File: src/rtl/reg_bank_bus_scheduler_if.sv
// ---------------------------------------------------------------------------
// reg_bank_bus_scheduler_if
// Requester-side handshake bundle of the register bank bus scheduler.
//   Req   : per-requester access request (level)
//   Wr    : per-requester direction, 1 = write, 0 = read
//   Addr  : per-requester register address, requester i at [i*RegAddrBits +: RegAddrBits]
//   WData : per-requester write data, requester i at [i*NrOfBits +: NrOfBits]
//   Gnt   : one-hot grant (ACCESS and DONE)
//   Ack   : one-hot completion (DONE)
//   Err   : out-of-range address flag, valid with Ack
// master = requester side, slave = scheduler side.
// ---------------------------------------------------------------------------
interface reg_bank_bus_scheduler_if #(
   parameter int NrOfReq     = 4,
   parameter int RegAddrBits = 3,
   parameter int NrOfBits    = 8
);
   logic [NrOfReq-1:0]             Req;
   logic [NrOfReq-1:0]             Wr;
   logic [NrOfReq*RegAddrBits-1:0] Addr;
   logic [NrOfReq*NrOfBits-1:0]    WData;
   logic [NrOfReq-1:0]             Gnt;
   logic [NrOfReq-1:0]             Ack;
   logic                           Err;

   modport master (output Req, Wr, Addr, WData, input Gnt, Ack, Err);
   modport slave  (input Req, Wr, Addr, WData, output Gnt, Ack, Err);
endinterface

File: src/rtl/reg_bank_bus_scheduler.sv
// ---------------------------------------------------------------------------
// reg_bank_bus_scheduler
// Tick-paced round-robin scheduler sharing a preset/reset register bank
// between several requesters over one write-data bus and one tri-state
// read bus. Each granted access drives exactly one ClockEnable (write) or
// exactly one cs low (read), then acknowledges the requester.
// Ports:
//   Clock          : system clock, rising edge
//   Reset          : asynchronous, active-high
//   Tick           : global enable shared with the register bank
//   bus            : requester handshake (Req/Wr/Addr/WData in, Gnt/Ack/Err out)
//   RegClockEnable : per-register ClockEnable, at most one bit set
//   RegD           : shared write data to every register D
//   RegCs          : per-register output disable, 1 = high-Z
//   Busy           : high whenever the FSM is not IDLE
// ---------------------------------------------------------------------------
module reg_bank_bus_scheduler #(
   parameter int NrOfReq     = 4,
   parameter int NrOfRegs    = 8,
   parameter int RegAddrBits = 3,
   parameter int NrOfBits    = 8
) (
   input  logic                    Clock,
   input  logic                    Reset,
   input  logic                    Tick,
   reg_bank_bus_scheduler_if.slave bus,
   output logic [NrOfRegs-1:0]     RegClockEnable,
   output logic [NrOfBits-1:0]     RegD,
   output logic [NrOfRegs-1:0]     RegCs,
   output logic                    Busy
);

   localparam int IdxBits = (NrOfReq > 1) ? $clog2(NrOfReq) : 1;

   typedef enum logic [1:0] {
      IDLE   = 2'd0,
      ACCESS = 2'd1,
      DONE   = 2'd2
   } state_t;

   state_t                  state;
   logic [IdxBits-1:0]      pointer;
   logic [RegAddrBits-1:0]  lat_addr;

   logic                    any_req;
   int                      win_num;
   logic [NrOfReq-1:0]      win_one_hot;
   logic                    win_wr;
   logic [RegAddrBits-1:0]  win_addr;
   logic [NrOfBits-1:0]     win_data;
   logic                    win_in_range;
   logic [NrOfRegs-1:0]     addr_one_hot;
   logic [IdxBits-1:0]      next_pointer;

   // Round-robin pick: offsets are scanned from the farthest back to the
   // pointer itself, so the requester closest above the pointer is the one
   // left standing. The winner's fields are then selected with constant
   // indices only.
   always_comb begin
      any_req      = 1'b0;
      win_num      = 0;
      win_one_hot  = '0;
      win_wr       = 1'b0;
      win_addr     = '0;
      win_data     = '0;
      addr_one_hot = '0;
      for (int k = NrOfReq - 1; k >= 0; k--) begin
         for (int i = 0; i < NrOfReq; i++) begin
            if (i == (int'(pointer) + k) % NrOfReq && bus.Req[i]) begin
               any_req = 1'b1;
               win_num = i;
            end
         end
      end
      for (int i = 0; i < NrOfReq; i++) begin
         if (i == win_num) begin
            win_one_hot[i] = 1'b1;
            win_wr         = bus.Wr[i];
            win_addr       = bus.Addr[i*RegAddrBits +: RegAddrBits];
            win_data       = bus.WData[i*NrOfBits +: NrOfBits];
         end
      end
      win_in_range = (int'(win_addr) < NrOfRegs);
      for (int r = 0; r < NrOfRegs; r++) begin
         addr_one_hot[r] = (int'(win_addr) == r);
      end
      next_pointer = IdxBits'((win_num + 1) % NrOfReq);
   end

   // Scheduler FSM with registered Moore outputs. The register strobes are
   // loaded on entry to ACCESS from the latched request, so nothing on the
   // bank side ever follows Req/Wr/Addr combinationally, and changes after
   // the grant cannot reach the bank. Reset clears the strobes immediately,
   // so a write interrupted mid-ACCESS never lands.
   always_ff @(posedge Clock or posedge Reset) begin
      if (Reset) begin
         state          <= IDLE;
         pointer        <= '0;
         lat_addr       <= '0;
         bus.Gnt        <= '0;
         bus.Ack        <= '0;
         bus.Err        <= 1'b0;
         RegClockEnable <= '0;
         RegCs          <= '1;
         RegD           <= '0;
      end else if (Tick) begin
         case (state)
            IDLE: begin
               if (any_req) begin
                  state    <= ACCESS;
                  pointer  <= next_pointer;
                  lat_addr <= win_addr;
                  bus.Gnt  <= win_one_hot;
                  if (win_wr) begin
                     RegD <= win_data;
                     if (win_in_range) begin
                        RegClockEnable <= addr_one_hot;
                     end
                  end else if (win_in_range) begin
                     RegCs <= ~addr_one_hot;
                  end
               end
            end
            ACCESS: begin
               state          <= DONE;
               bus.Ack        <= bus.Gnt;
               bus.Err        <= (int'(lat_addr) >= NrOfRegs);
               RegClockEnable <= '0;
               RegCs          <= '1;
            end
            DONE: begin
               state   <= IDLE;
               bus.Gnt <= '0;
               bus.Ack <= '0;
               bus.Err <= 1'b0;
            end
            default: begin
               state <= IDLE;
            end
         endcase
      end
   end

   assign Busy = (state != IDLE);

endmodule

File: src/flat_wrapper.sv
// flat-port wrapper written by rule: the top's interface ports become plain ports
module reg_bank_bus_scheduler_flat 
#(
   parameter int NrOfReq     = 4,
   parameter int NrOfRegs    = 8,
   parameter int RegAddrBits = 3,
   parameter int NrOfBits    = 8
)
  (Clock, Reset, Tick, RegClockEnable, RegD, RegCs, Busy, bus_Req, bus_Wr, bus_Addr, bus_WData, bus_Gnt, bus_Ack, bus_Err);
  reg_bank_bus_scheduler_if #(.NrOfReq(NrOfReq), .RegAddrBits(RegAddrBits), .NrOfBits(NrOfBits)) bus_i ();
  input  logic Clock;
  input  logic Reset;
  input  logic Tick;
  output logic [NrOfRegs-1:0] RegClockEnable;
  output logic [NrOfBits-1:0] RegD;
  output logic [NrOfRegs-1:0] RegCs;
  output logic Busy;
  input wire logic [$bits(bus_i.Req)-1:0] bus_Req;
  input wire logic [$bits(bus_i.Wr)-1:0] bus_Wr;
  input wire logic [$bits(bus_i.Addr)-1:0] bus_Addr;
  input wire logic [$bits(bus_i.WData)-1:0] bus_WData;
  output wire logic [$bits(bus_i.Gnt)-1:0] bus_Gnt;
  output wire logic [$bits(bus_i.Ack)-1:0] bus_Ack;
  output wire logic [$bits(bus_i.Err)-1:0] bus_Err;
  assign bus_i.Req = bus_Req;
  assign bus_i.Wr = bus_Wr;
  assign bus_i.Addr = bus_Addr;
  assign bus_i.WData = bus_WData;
  assign bus_Gnt = bus_i.Gnt;
  assign bus_Ack = bus_i.Ack;
  assign bus_Err = bus_i.Err;
  reg_bank_bus_scheduler #(.NrOfReq(NrOfReq), .NrOfRegs(NrOfRegs), .RegAddrBits(RegAddrBits), .NrOfBits(NrOfBits)) u_core (.Clock(Clock), .Reset(Reset), .Tick(Tick), .bus(bus_i), .RegClockEnable(RegClockEnable), .RegD(RegD), .RegCs(RegCs), .Busy(Busy));
endmodule
File: config.mk
export PLATFORM = sky130hd
export DESIGN_NAME = reg_bank_bus_scheduler_flat
export DESIGN_NICKNAME = d
export VERILOG_FILES = /design/src/rtl/reg_bank_bus_scheduler_if.sv /design/src/rtl/reg_bank_bus_scheduler.sv /design/src/flat_wrapper.sv
export SDC_FILE = /design/constraint.sdc
export NUM_CORES = 1
export LEC_CHECK = 0
export CAP_MARGIN = 10
export CORE_MARGIN = 2
export CORE_UTILIZATION = 40
export DETAILED_ROUTE_END_ITERATION = 6
export PLACE_DENSITY = 0.82
export SYNTH_ARGS = -nofsm -noshare
export SYNTH_HDL_FRONTEND = slang
export SYNTH_SLANG_ARGS = --single-unit
File: constraint.sdc
create_clock -name Clock -period 2.5 [get_ports Clock]
set_input_delay 0.75 -clock Clock [delete_from_list [all_inputs] [get_ports Clock]]
set_output_delay 0.75 -clock Clock [all_outputs]
set_load 0.01 [all_outputs]
==> results of run 1 <==
-- power groups by stage --
stage	Combinational, mW	Clock, mW	Sequential [mW]
global route	3.57	0.564	1.07
floorplan	1.34	0	1.11
finish	3.36	0.528	1.04
global placement	2.44	0	1.02
detailed placement	2.50	0	1.03
CTS	2.96	0.525	1.03
-- routing by layer --
metal	part of all wire (%)	GRT usage, %	routed length (µm)
met2	54	43.9	4390
met3	5.1	5.54	420
met5	0	0	0
met4	2.5	8.10	206
met1	39	27.9	3150
-- flip-flops by register name, indices dropped and copies added, names as in the netlist --
name and count:
u_core.bus.Gnt 4, u_core.RegCs 8, u_core.pointer 2, u_core.state 2
u_core.RegClockEnable 8, u_core.RegD 8, u_core.bus.Ack 4
-- worst max-delay path by stage --
stage                               endpoint  cells past startpoint
global route        u_core.RegClockEnable[3]                     12
detailed placement  u_core.RegClockEnable[4]                     11
global placement             u_core.RegCs[5]                     11
CTS                           u_core.RegD[5]                     11
floorplan           u_core.RegClockEnable[3]                     10
finish              u_core.RegClockEnable[3]                     12
-- what timing repair did --
item | CTS | global route
endpoints found under the setup margin | 24 | 25
pin swaps | 12 | 24
buffers inserted | 12 | 5
resized for setup | 67 | 34
-- worst reg2reg max path: stages, from the launching register on --
cell and delay (ns):
sky130_fd_sc_hd__dfrtp_1 0.41, sky130_fd_sc_hd__inv_1 0.10, sky130_fd_sc_hd__o21a_1 0.19, sky130_fd_sc_hd__o22a_4 0.29, sky130_fd_sc_hd__inv_4 0.09, sky130_fd_sc_hd__buf_6 0.10
sky130_fd_sc_hd__ha_4 0.15, sky130_fd_sc_hd__nand3b_1 0.15, sky130_fd_sc_hd__a2111oi_4 0.45, sky130_fd_sc_hd__buf_6 0.20, sky130_fd_sc_hd__o2111a_1 0.25, sky130_fd_sc_hd__mux2_4 0.16
-- placed cells by master (no fill, tap or decap), types with 3 or more instances in the layout --
cell type | netlist | routed
sky130_fd_sc_hd__dfstp_2 | 8 | 8
sky130_fd_sc_hd__clkbuf_8 | 0 | 5
sky130_fd_sc_hd__nand2_1 | 25 | 23
sky130_fd_sc_hd__nor2b_1 | 11 | 9
sky130_fd_sc_hd__buf_6 | 4 | 16
sky130_fd_sc_hd__o21ai_0 | 16 | 14
sky130_fd_sc_hd__o31ai_1 | 9 | 9
sky130_fd_sc_hd__buf_4 | 1 | 43
sky130_fd_sc_hd__nand2b_1 | 8 | 8
sky130_fd_sc_hd__mux2_4 | 2 | 11
sky130_fd_sc_hd__o21ai_1 | 1 | 3
sky130_fd_sc_hd__or2_4 | 0 | 3
sky130_fd_sc_hd__o21a_1 | 3 | 3
sky130_fd_sc_hd__nor2_1 | 7 | 4
sky130_fd_sc_hd__dfrtp_1 | 28 | 27
sky130_fd_sc_hd__a41oi_2 | 0 | 4
sky130_fd_sc_hd__clkdlybuf4s50_1 | 0 | 83
sky130_fd_sc_hd__inv_1 | 10 | 6
sky130_fd_sc_hd__ha_4 | 0 | 4
sky130_fd_sc_hd__a221oi_2 | 0 | 4
sky130_fd_sc_hd__a21oi_1 | 11 | 8
sky130_fd_sc_hd__a221oi_1 | 10 | 4
sky130_fd_sc_hd__mux2i_1 | 3 | 3
sky130_fd_sc_hd__a2bb2oi_1 | 3 | 3
sky130_fd_sc_hd__o41ai_2 | 0 | 4
sky130_fd_sc_hd__ha_1 | 7 | 3
-- cell families after synthesis --
group / synth area share, %
and+or+nand+nor: 15.4
muxes: 7.58
other: 0.165
AOI/OAI and AO/OA: 27.7
DFF: 40.0
adders and majority gates: 3.84
buffers and inverters: 5.27
-- layout make-up --
type | instances | area, µm² | area share, %
Multi-Input combinational cell | 170 | 1620 | 39.0
Clock buffer | 5 | 68.8 | 1.66
Tap cell | 72 | 90.1 | 2.17
Sequential cell | 36 | 912 | 22.0
Inverter | 10 | 42.5 | 1.03
Timing Repair Buffer | 145 | 1370 | 33.1
Clock inverter | 3 | 42.5 | 1.03
-- per-stage QoR --
step                hold slack (ns)  utilization [%]  TNS [ns]
finish                        0.486             75.3     -1.72
global route                  0.528             75.3     -3.46
CTS                           0.493             71.8    -0.800
detailed placement            0.475             64.0    -22.64
global placement              0.465             64.0    -20.22
floorplan                     0.516                -     -2.40
==> qor.log, run 1 <==
INFO  power          cellLeakagePower=1.74nW
INFO  logic_synthesis synthTopCellsByArea=sky130_fd_sc_hd__dfrtp_1, sky130_fd_sc_hd__dfstp_2, sky130_fd_sc_hd__mux2_2, sky130_fd_sc_hd__nand2_1, sky130_fd_sc_hd__a221oi_1
INFO  place          gp_congestion=0.893
INFO  logic_synthesis post-synth-top-count-cell=sky130_fd_sc_hd__dfrtp_1
INFO  critical_path  worst-r2r-cell-count=11
INFO  run_status     failed_checks=setup timing
INFO  power          power-per-cell-area=1190nW/µm²
INFO  routing        routed-via-count=2465
INFO  grt            wire_length_of_the_first_global_routing_pass=11800µm
INFO  logic_synthesis syn_nets=290
INFO  cts            cts_sinks=36
INFO  floorplanning  die_height=79.5µm
INFO  finish         diodes=0
INFO  logic_synthesis cells_after_synth=228
INFO  critical_path  timing.critical_path.to_type=flop
INFO  critical_path  cp_top_family=compound AO/OA/AOI/OAI gates
INFO  sta            grt_setup_unrepaired=yes
INFO  critical_path  crit_arrival=2.89ns
INFO  power          post-layout-total-power=4.93mW
INFO  floorplanning  floorplan.die_area=6320µm²
INFO  floorplanning  coreArea=5510µm²
INFO  critical_path  timing.critical_path.buf_inv=4
INFO  cts            clk_latency=0.29ns
INFO  logic_synthesis avgSynthCellArea=9.99µm²
INFO  critical_path  timing.rr.start=u_core.pointer[0]
INFO  floorplanning  io_pins=89
INFO  sta            setup_viol_count_final=20
INFO  logic_synthesis number_of_flops_mapped_to_enable_cells_by_yosys=0
INFO  critical_path  worst_ep_required_time=2.73ns
INFO  finish         finalNonFillerCells=441
INFO  critical_path  regToRegEndpoint=u_core.RegClockEnable[3]
INFO  cts            cts_root_buffer=sky130_fd_sc_hd__clkbuf_8
INFO  logic_synthesis synth_area=2280µm²
INFO  sta            max_clock_freq=376MHz
INFO  floorplanning  die_w=79.5µm
INFO  critical_path  crit_slowest_cell=sky130_fd_sc_hd__a2111oi_4
INFO  grt            grt_start_max_net_pins=37
INFO  sta            clock_skew=0.00654ns
INFO  cts            ctsHoldBuffers=0
INFO  critical_path  worst_setup_path_category=input pin to flop
INFO  place          dp_hpwl=5050µm
INFO  cts            inserted_clock_buffers=5
INFO  grt            first_global_vias=2493
INFO  critical_path  critical_path.max_fanout=5
INFO  power          p_comb_share=68.2%
INFO  power          power.switching=2.01mW
INFO  hold_path      hold_start=u_core.bus.Ack[2]
INFO  routing        wl=8160µm
INFO  routing        drt_pass1_iterations=4
INFO  logic_synthesis yosysTopAreaCell=sky130_fd_sc_hd__dfrtp_1
INFO  floorplanning  row_count=27
INFO  critical_path  cpPeakStageDelay=0.45ns
INFO  place          place.port_buffers=87
INFO  hold_path      hold_depth=2
INFO  sta            finalCriticalPeriod=2.66ns
INFO  logic_synthesis synth_top_area_share=30.8%
INFO  critical_path  critical-path-top-cell-by-count=sky130_fd_sc_hd__buf_6
INFO  routing        drt_iter0_drc=115
INFO  critical_path  timing.critical_path.from_type=input pin
INFO  place          preCtsSetupSlack=-0.985ns
INFO  cts            clkTransAtPathRegs=0.08ns
INFO  run_status     run_status=finished, violations left
INFO  logic_synthesis ys.flop_type=sky130_fd_sc_hd__dfrtp_1
INFO  cts            cts_tree=yes
INFO  critical_path  reg2reg_setup_slack=-0.08ns
INFO  grt            grt_remaining_overflow=0
INFO  grt            grt_antenna_before_repair=0
INFO  finish         n_fill_cell=361
INFO  critical_path  startpoint=bus_Req[0]
INFO  power          swShare=40.7%
INFO  logic_synthesis synth.cells.most_frequent=sky130_fd_sc_hd__dfrtp_1, sky130_fd_sc_hd__nand2_1, sky130_fd_sc_hd__o21ai_0
INFO  logic_synthesis yosysSeqAreaShare=40.0%
INFO  grt            gr-usage-all-layers=24.2%
INFO  logic_synthesis postSynth.asyncResetShare=100%
INFO  logic_synthesis synth.lib_cells_used.distinct=52
INFO  place          placed_cell_area=3520µm²
INFO  power          clkPwrFrac=10.7%
INFO  power          worst_ir_drop_vdd=535µV
INFO  logic_synthesis synth_register_bits=36
INFO  cts            htree_num_levels=2
INFO  finish         drive_gt1_share=38.8%
INFO  critical_path  worstPathCellList=buf_8 -> a21oi_2 -> o21a_1 -> o22a_4 -> inv_4 -> buf_6 -> ha_4 -> nand3b_1 -> a2111oi_4 -> buf_6 -> o2111a_1 -> mux2_4
INFO  power          power_frac_seq=21.1%
INFO  hold_path      hold_path.class=flop to flop
INFO  finish         layout-area-overhead-vs-synth=82.0%
INFO  logic_synthesis ys_warn_count=0
INFO  place          place_inst=416
INFO  run            max_cap_viol_count=0
INFO  floorplanning  initial_utilization=41.4%
INFO  hold_path      hold_end=u_core.bus.Ack[2]
INFO  finish         design.final.nets=430
INFO  routing        antenna_violating_nets_post_route=0
INFO  sta            hold_violations_final=0
INFO  power          internal-power=2.93mW
INFO  routing        avgRoutedWirePerCell=18.5µm
INFO  finish         finalInstanceArea=4150µm²
INFO  routing        route.detailed.vias_per_inst=5.59
INFO  sta            fin_ws=-0.159ns
INFO  sta            timing.final.max_slew_violations=0
INFO  cts            clockBufferDepth=2
INFO  routing        drt_drc_violations_left=0
INFO  sta            timing.final.crit_share=106%
(Power assumes the default switching activity.)
==> run 2, diff against run 1 <==
CORE_UTILIZATION = 44   (was 40)
HOLD_SLACK_MARGIN = 0.15   (was default)
PLACE_DENSITY = 0.86   (was 0.82)
clock period = 2.8 ns   (was 2.5 ns; I/O delays follow)
==> run 2 against run 1 <==
Compared with the run above: the run now ends clean; final cell count is 3.4% lower; non-clock buffer count is 13 lower; critical path depth is 1 lower; core utilization is 1.4 points higher; wire length is 12% lower; combinational power is 20% lower; largest cell class unchanged; highest routed layer unchanged.
==> qor.log, run 2 (same netlist as run 1, synthesis figures left out) <==
INFO  routing        drt_pass1_iterations=4
INFO  run            max_cap_viol_count=0
INFO  critical_path  timing.rr.start=u_core.pointer[1]
INFO  finish         layout-area-overhead-vs-synth=69.7%
INFO  power          power-per-cell-area=1030nW/µm²
INFO  sta            clock_skew=0.0120ns
INFO  place          dp_hpwl=4730µm
INFO  sta            fin_ws=0.0631ns
INFO  routing        route.detailed.vias_per_inst=5.59
INFO  power          power.switching=1.62mW
INFO  place          preCtsSetupSlack=-0.811ns
INFO  hold_path      hold_start=u_core.bus.Ack[0]
INFO  grt            gr-usage-all-layers=24.8%
INFO  power          cellLeakagePower=1.62nW
INFO  critical_path  crit_slowest_cell=sky130_fd_sc_hd__a221o_1
INFO  sta            finalCriticalPeriod=2.74ns
INFO  cts            clockBufferDepth=2
INFO  place          place.port_buffers=87
INFO  cts            htree_num_levels=2
INFO  floorplanning  coreArea=5040µm²
INFO  routing        drt_drc_violations_left=0
INFO  critical_path  critical-path-top-cell-by-count=sky130_fd_sc_hd__buf_4
INFO  finish         commonest_non_fill_non_tap_cells_in_the_layout=sky130_fd_sc_hd__clkdlybuf4s50_1, sky130_fd_sc_hd__buf_4, sky130_fd_sc_hd__dfrtp_1, sky130_fd_sc_hd__nand2_1, sky130_fd_sc_hd__o21ai_0
INFO  critical_path  crit_arrival=2.91ns
INFO  critical_path  startpoint=bus_Req[0]
INFO  place          gp_congestion=0.885
INFO  power          p_comb_share=67.1%
INFO  routing        avgRoutedWirePerCell=16.9µm
INFO  critical_path  worstPathCellList=buf_8 -> a21oi_2 -> o21a_1 -> o22a_1 -> buf_4 -> ha_4 -> buf_4 -> or2_4 -> a221o_1 -> o2111a_1 -> mux2_4
INFO  critical_path  worst_ep_required_time=2.97ns
INFO  sta            setup_viol_count_final=0
INFO  cts            cts_sinks=36
INFO  critical_path  cpPeakStageDelay=0.30ns
INFO  critical_path  critical_path.max_fanout=10
INFO  finish         drive_gt1_share=32.0%
INFO  finish         finalInstanceArea=3870µm²
INFO  critical_path  cp_top_family=compound AO/OA/AOI/OAI gates
INFO  finish         design.final.nets=417
INFO  floorplanning  floorplan.die_area=5770µm²
INFO  floorplanning  die_w=76.0µm
INFO  floorplanning  row_count=26
INFO  run_status     run_status=complete, no violations
INFO  critical_path  timing.critical_path.to_type=flop
INFO  power          power_frac_seq=23.0%
INFO  finish         diodes=0
INFO  power          worst_ir_drop_vdd=447µV
INFO  cts            cts_root_buffer=sky130_fd_sc_hd__clkbuf_8
INFO  cts            clk_latency=0.30ns
INFO  sta            max_clock_freq=365MHz
INFO  finish         most_common_cell_after_layout_fill_and_taps_aside=sky130_fd_sc_hd__clkdlybuf4s50_1
INFO  grt            grt_remaining_overflow=0
INFO  finish         final_core_utilization=76.7%
INFO  routing        routed-via-count=2380
INFO  sta            timing.final.max_slew_violations=0
INFO  grt            wire_length_of_the_first_global_routing_pass=11600µm
INFO  power          swShare=40.6%
INFO  floorplanning  io_pins=89
INFO  routing        wl=7210µm
INFO  place          placed_cell_area=3440µm²
INFO  floorplanning  initial_utilization=45.2%
INFO  cts            inserted_clock_buffers=5
INFO  sta            timing.final.crit_share=97.7%
INFO  cts            cts_tree=yes
INFO  power          clkPwrFrac=9.9%
INFO  hold_path      hold_path.class=flop to flop
INFO  cts            clkTransAtPathRegs=0.07ns
INFO  power          post-layout-total-power=3.99mW
INFO  finish         layout_top_registers=u_core.RegClockEnable: 8 flops, u_core.RegCs: 8 flops, u_core.RegD: 8 flops
INFO  critical_path  timing.critical_path.buf_inv=3
INFO  grt            first_global_vias=2496
INFO  critical_path  timing.critical_path.from_type=input pin
INFO  cts            ctsHoldBuffers=0
INFO  sta            grt_setup_unrepaired=yes
INFO  grt            grt_antenna_before_repair=0
INFO  critical_path  reg2reg_setup_slack=0.18ns
INFO  critical_path  worst_setup_path_category=input pin to flop
INFO  grt            grt_start_max_net_pins=37
INFO  power          internal-power=2.37mW
INFO  routing        drt_iter0_drc=115
INFO  floorplanning  die_height=76.0µm
INFO  sta            hold_violations_final=0
INFO  routing        antenna_violating_nets_post_route=0
-- run 2: changes by cell type in the layout (fill, tap and decap cells not counted), sizes merged --
cell	before	now
clkinvlp	1	0
bufinv	1	0
clkbuf	6	7
clkinv	1	2
buf	61	47
dlygate4sd2	0	1
-- run 2: final timing paths --
kind / end / cells past startpoint
worst max-delay path: u_core.RegClockEnable[3] / 11
worst min-delay path: u_core.bus.Ack[0] / 2
worst max register to register: u_core.RegClockEnable[3] / 10
worst min register to register: u_core.bus.Ack[0] / 2
max in group asynchronous: u_core.RegCs[3] / 3
min in group asynchronous: u_core.bus.Gnt[3] / 3
-- run 2: worst reg2reg max path: stages, from the launching register on --
cell                       delay, ns
sky130_fd_sc_hd__dfrtp_1        0.47
sky130_fd_sc_hd__a21oi_2        0.09
sky130_fd_sc_hd__o21a_1         0.18
sky130_fd_sc_hd__o22a_1         0.23
sky130_fd_sc_hd__buf_4          0.16
sky130_fd_sc_hd__ha_4           0.19
sky130_fd_sc_hd__buf_4          0.17
sky130_fd_sc_hd__or2_4          0.26
sky130_fd_sc_hd__a221o_1        0.30
sky130_fd_sc_hd__o2111a_1       0.17
sky130_fd_sc_hd__mux2_4         0.28
-- run 2: per-stage QoR --
| stage | setup TNS [ns] | hold WS [ns] | instances |
|---|---|---|---|
| after floorplan | 0 | 0.516 | 228 |
| after global placement | -15.51 | 0.464 | 406 |
| after detailed placement | -17.35 | 0.472 | 406 |
| after CTS | 0 | 0.488 | 426 |
| after global routing | -0.122 | 0.517 | 426 |
| final | 0 | 0.483 | 426 |
-- run 2: what timing repair did --
| action | in CTS | in global routing |
|---|---|---|
| setup buffers | 12 | 1 |
| resized for setup | 47 | 18 |
| endpoints found under the setup margin | 24 | 24 |
| pin swaps | 15 | 9 |
| hold endpoints to repair | 0 | 0 |
-- run 2: cell type report --
type,count,area (µm²)
multi-input cells,170,1500
repair buffers,132,1240
fillers,319,1180
flip-flops and latches,36,911
well taps,70,87.6
clock buffers,6,82.6
inverters,10,37.5
clock inverters,2,10.0
-- run 2: routing by layer --
layer | share of wire, % | up-vias | global-route usage [%]
met5 | 0 | - | 0
met4 | 2.2 | 0 | 9.27
met3 | 6.5 | 20 | 6.90
met2 | 51 | 103 | 44.4
met1 | 40 | 1148 | 28.2
li1 | - | 1109 | -
-- run 2: power by group through the flow --
stage	clock [mW]	combinational, mW	sequential, mW
floorplan	0	1.18	0.988
global placement	0	2.11	0.910
detailed placement	0	2.16	0.921
CTS	0.393	2.53	0.916
global route	0.414	2.86	0.945
finish	0.394	2.68	0.919
==> run 3, diff against run 2 <==
PLACE_DENSITY = 0.88   (was 0.86)
TNS_END_PERCENT = 20   (was default)
==> run 3 against run 2 <==
Compared with the run above: hold slack better by 0.0028 ns; via count fell by 1.5%; critical path depth grew 1; non-clock buffer count stayed put; register-to-register slack better by 0.02 ns; combinational power fell by 3%; final cell count did not move; sequential share of layout area rose by 0.069 points; critical path type unchanged.
==> qor.log, run 3 (same netlist as run 1, synthesis figures left out) <==
INFO  sta            clock_skew=0.00882ns
INFO  cts            clockBufferDepth=2
INFO  sta            timing.final.crit_share=97.6%
INFO  power          worst_ir_drop_vdd=507µV
INFO  finish         commonest_non_fill_non_tap_cells_in_the_layout=sky130_fd_sc_hd__clkdlybuf4s50_1, sky130_fd_sc_hd__buf_4, sky130_fd_sc_hd__dfrtp_1, sky130_fd_sc_hd__nand2_1, sky130_fd_sc_hd__o21ai_0
INFO  finish         area_of_all_sequential_standard_cells=911µm²
INFO  finish         multi_input_comb_area=1500µm²
INFO  grt            wire_length_of_the_first_global_routing_pass=11300µm
INFO  finish         layout-area-overhead-vs-synth=69.2%
INFO  cts            htree_num_levels=2
INFO  power          post-layout-total-power=4.00mW
INFO  cts            clkTransAtPathRegs=0.08ns
INFO  run            max_cap_viol_count=0
INFO  cts            inserted_clock_buffers=5
INFO  finish         most_common_cell_after_layout_fill_and_taps_aside=sky130_fd_sc_hd__clkdlybuf4s50_1
INFO  routing        wl=7040µm
INFO  sta            timing.final.max_slew_violations=0
INFO  grt            first_global_vias=2353
INFO  place          gp_congestion=0.850
INFO  critical_path  worst_ep_required_time=3.04ns
INFO  grt            grt_antenna_before_repair=0
INFO  hold_path      hold_depth=2
INFO  grt            gr-usage-all-layers=24.5%
INFO  critical_path  crit_arrival=2.97ns
INFO  finish         n_fill_cell=344
INFO  critical_path  worst_setup_path_category=input pin to flop
INFO  sta            hold_violations_final=0
INFO  sta            finalCriticalPeriod=2.73ns
INFO  critical_path  timing.critical_path.to_type=flop
INFO  routing        drt_iter0_drc=112
INFO  finish         final_core_utilization=76.5%
INFO  floorplanning  die_height=76.0µm
INFO  place          place.port_buffers=87
INFO  floorplanning  initial_utilization=45.2%
INFO  critical_path  worst-r2r-cell-count=11
INFO  floorplanning  io_pins=89
INFO  finish         layout_top_registers=u_core.RegClockEnable: 8 flops, u_core.RegCs: 8 flops, u_core.RegD: 8 flops
INFO  grt            grt_start_max_net_pins=37
INFO  grt            grt_remaining_overflow=0
INFO  floorplanning  floorplan.die_area=5770µm²
INFO  finish         diodes=0
INFO  place          dp_hpwl=4970µm
INFO  cts            cts_sinks=36
INFO  cts            cts_tree=yes
INFO  floorplanning  die_w=76.0µm
INFO  routing        routed-via-count=2345
INFO  sta            max_clock_freq=366MHz
INFO  routing        antenna_violating_nets_post_route=0
INFO  sta            fin_worst_hold_slack=0.485ns
INFO  cts            cts_root_buffer=sky130_fd_sc_hd__clkbuf_8
INFO  finish         drive_gt1_share=32.9%
INFO  floorplanning  coreArea=5040µm²
INFO  routing        route.detailed.vias_per_inst=5.50
INFO  routing        drt_pass1_iterations=4
INFO  power          power-per-cell-area=1040nW/µm²
INFO  critical_path  critical_path.max_fanout=6
INFO  sta            setup_viol_count_final=0
INFO  finish         design.final.nets=417
INFO  routing        drt_drc_violations_left=0
INFO  floorplanning  row_count=26
INFO  cts            clk_latency=0.30ns
INFO  run_status     run_status=complete, no violations
INFO  routing        avgRoutedWirePerCell=16.5µm
INFO  critical_path  timing.critical_path.from_type=input pin
INFO  hold_path      hold_path.class=flop to flop
INFO  power          cellLeakagePower=1.61nW
INFO  cts            ctsHoldBuffers=0
## run 3: cell count changes in the layout (fill, tap and decap cells not counted), sizes merged
cell / previous run / this run
clkinvlp: 0 / 1
clkdlybuf4s15: 0 / 1
bufinv: 0 / 1
dlygate4sd2: 1 / 0
clkbuf: 7 / 6
clkinv: 2 / 1
## run 3: final timing paths
kind	from	to	slack, ns
max in group asynchronous	Reset	u_core.RegCs[3]	1.52
worst min register to register	u_core.bus.Ack[0]	u_core.bus.Ack[0]	0.49
worst min-delay path	u_core.bus.Ack[0]	u_core.bus.Ack[0]	0.49
worst max-delay path	bus_Req[0]	u_core.RegCs[5]	0.07
worst max register to register	u_core.pointer[1]	u_core.RegCs[5]	0.20
min in group asynchronous	Reset	u_core.RegClockEnable[6]	0.94
## run 3: stage by stage
stage / cells / setup TNS (ns) / setup WS [ns] / cell area (µm²)
final: 426 / 0 / 0.0677 / 3850
after global routing: 426 / -0.0285 / -0.0149 / 3850
after CTS: 423 / 0 / 0.00651 / 3780
after detailed placement: 409 / -17.38 / -0.791 / 3460
after global placement: 409 / -14.92 / -0.662 / 3460
after floorplan: 228 / -0.150 / -0.0377 / 2310
## run 3: power by group
| group | internal (mW) | switching [mW] | total, mW |
|---|---|---|---|
| Clock | 0.263 | 0.201 | 0.464 |
| Combinational | 1.37 | 1.24 | 2.61 |
| Sequential | 0.772 | 0.153 | 0.925 |
| Total | 2.40 | 1.59 | 4.00 |
## run 3: what timing repair did
action	CTS	global route
buffers inserted	6	3
endpoints found under the hold margin	0	0
gates resized for setup	39	17
endpoints found under the setup margin	24	23
pin swaps	8	5
## run 3: critical path: stages
cell,delay [ns]
sky130_fd_sc_hd__buf_4,0.13
sky130_fd_sc_hd__a21oi_2,0.11
sky130_fd_sc_hd__o21a_1,0.12
sky130_fd_sc_hd__o22a_2,0.20
sky130_fd_sc_hd__inv_2,0.07
sky130_fd_sc_hd__ha_4,0.18
sky130_fd_sc_hd__buf_4,0.14
sky130_fd_sc_hd__nand3b_1,0.21
sky130_fd_sc_hd__a2111oi_4,0.37
sky130_fd_sc_hd__buf_4,0.20
sky130_fd_sc_hd__o2111ai_2,0.12
sky130_fd_sc_hd__mux2_4,0.28
## run 3: area by class of cell
cell class | count | area share (%)
clock buffer | 5 | 1.79
tap | 70 | 2.27
clock inverter | 3 | 1.10
multi-input combinational | 170 | 38.9
timing repair buffer | 132 | 31.4
sequential | 36 | 23.6
inverter | 10 | 0.974
## run 3: metal layers
| layer | share of wire, % | up-vias | GRT usage (%) |
|---|---|---|---|
| met5 | 0 | - | 0 |
| met4 | 2.3 | 0 | 10.5 |
| met3 | 4.9 | 13 | 4.29 |
| met2 | 53 | 82 | 43.3 |
| met1 | 40 | 1137 | 29.2 |
| li1 | - | 1113 | - |
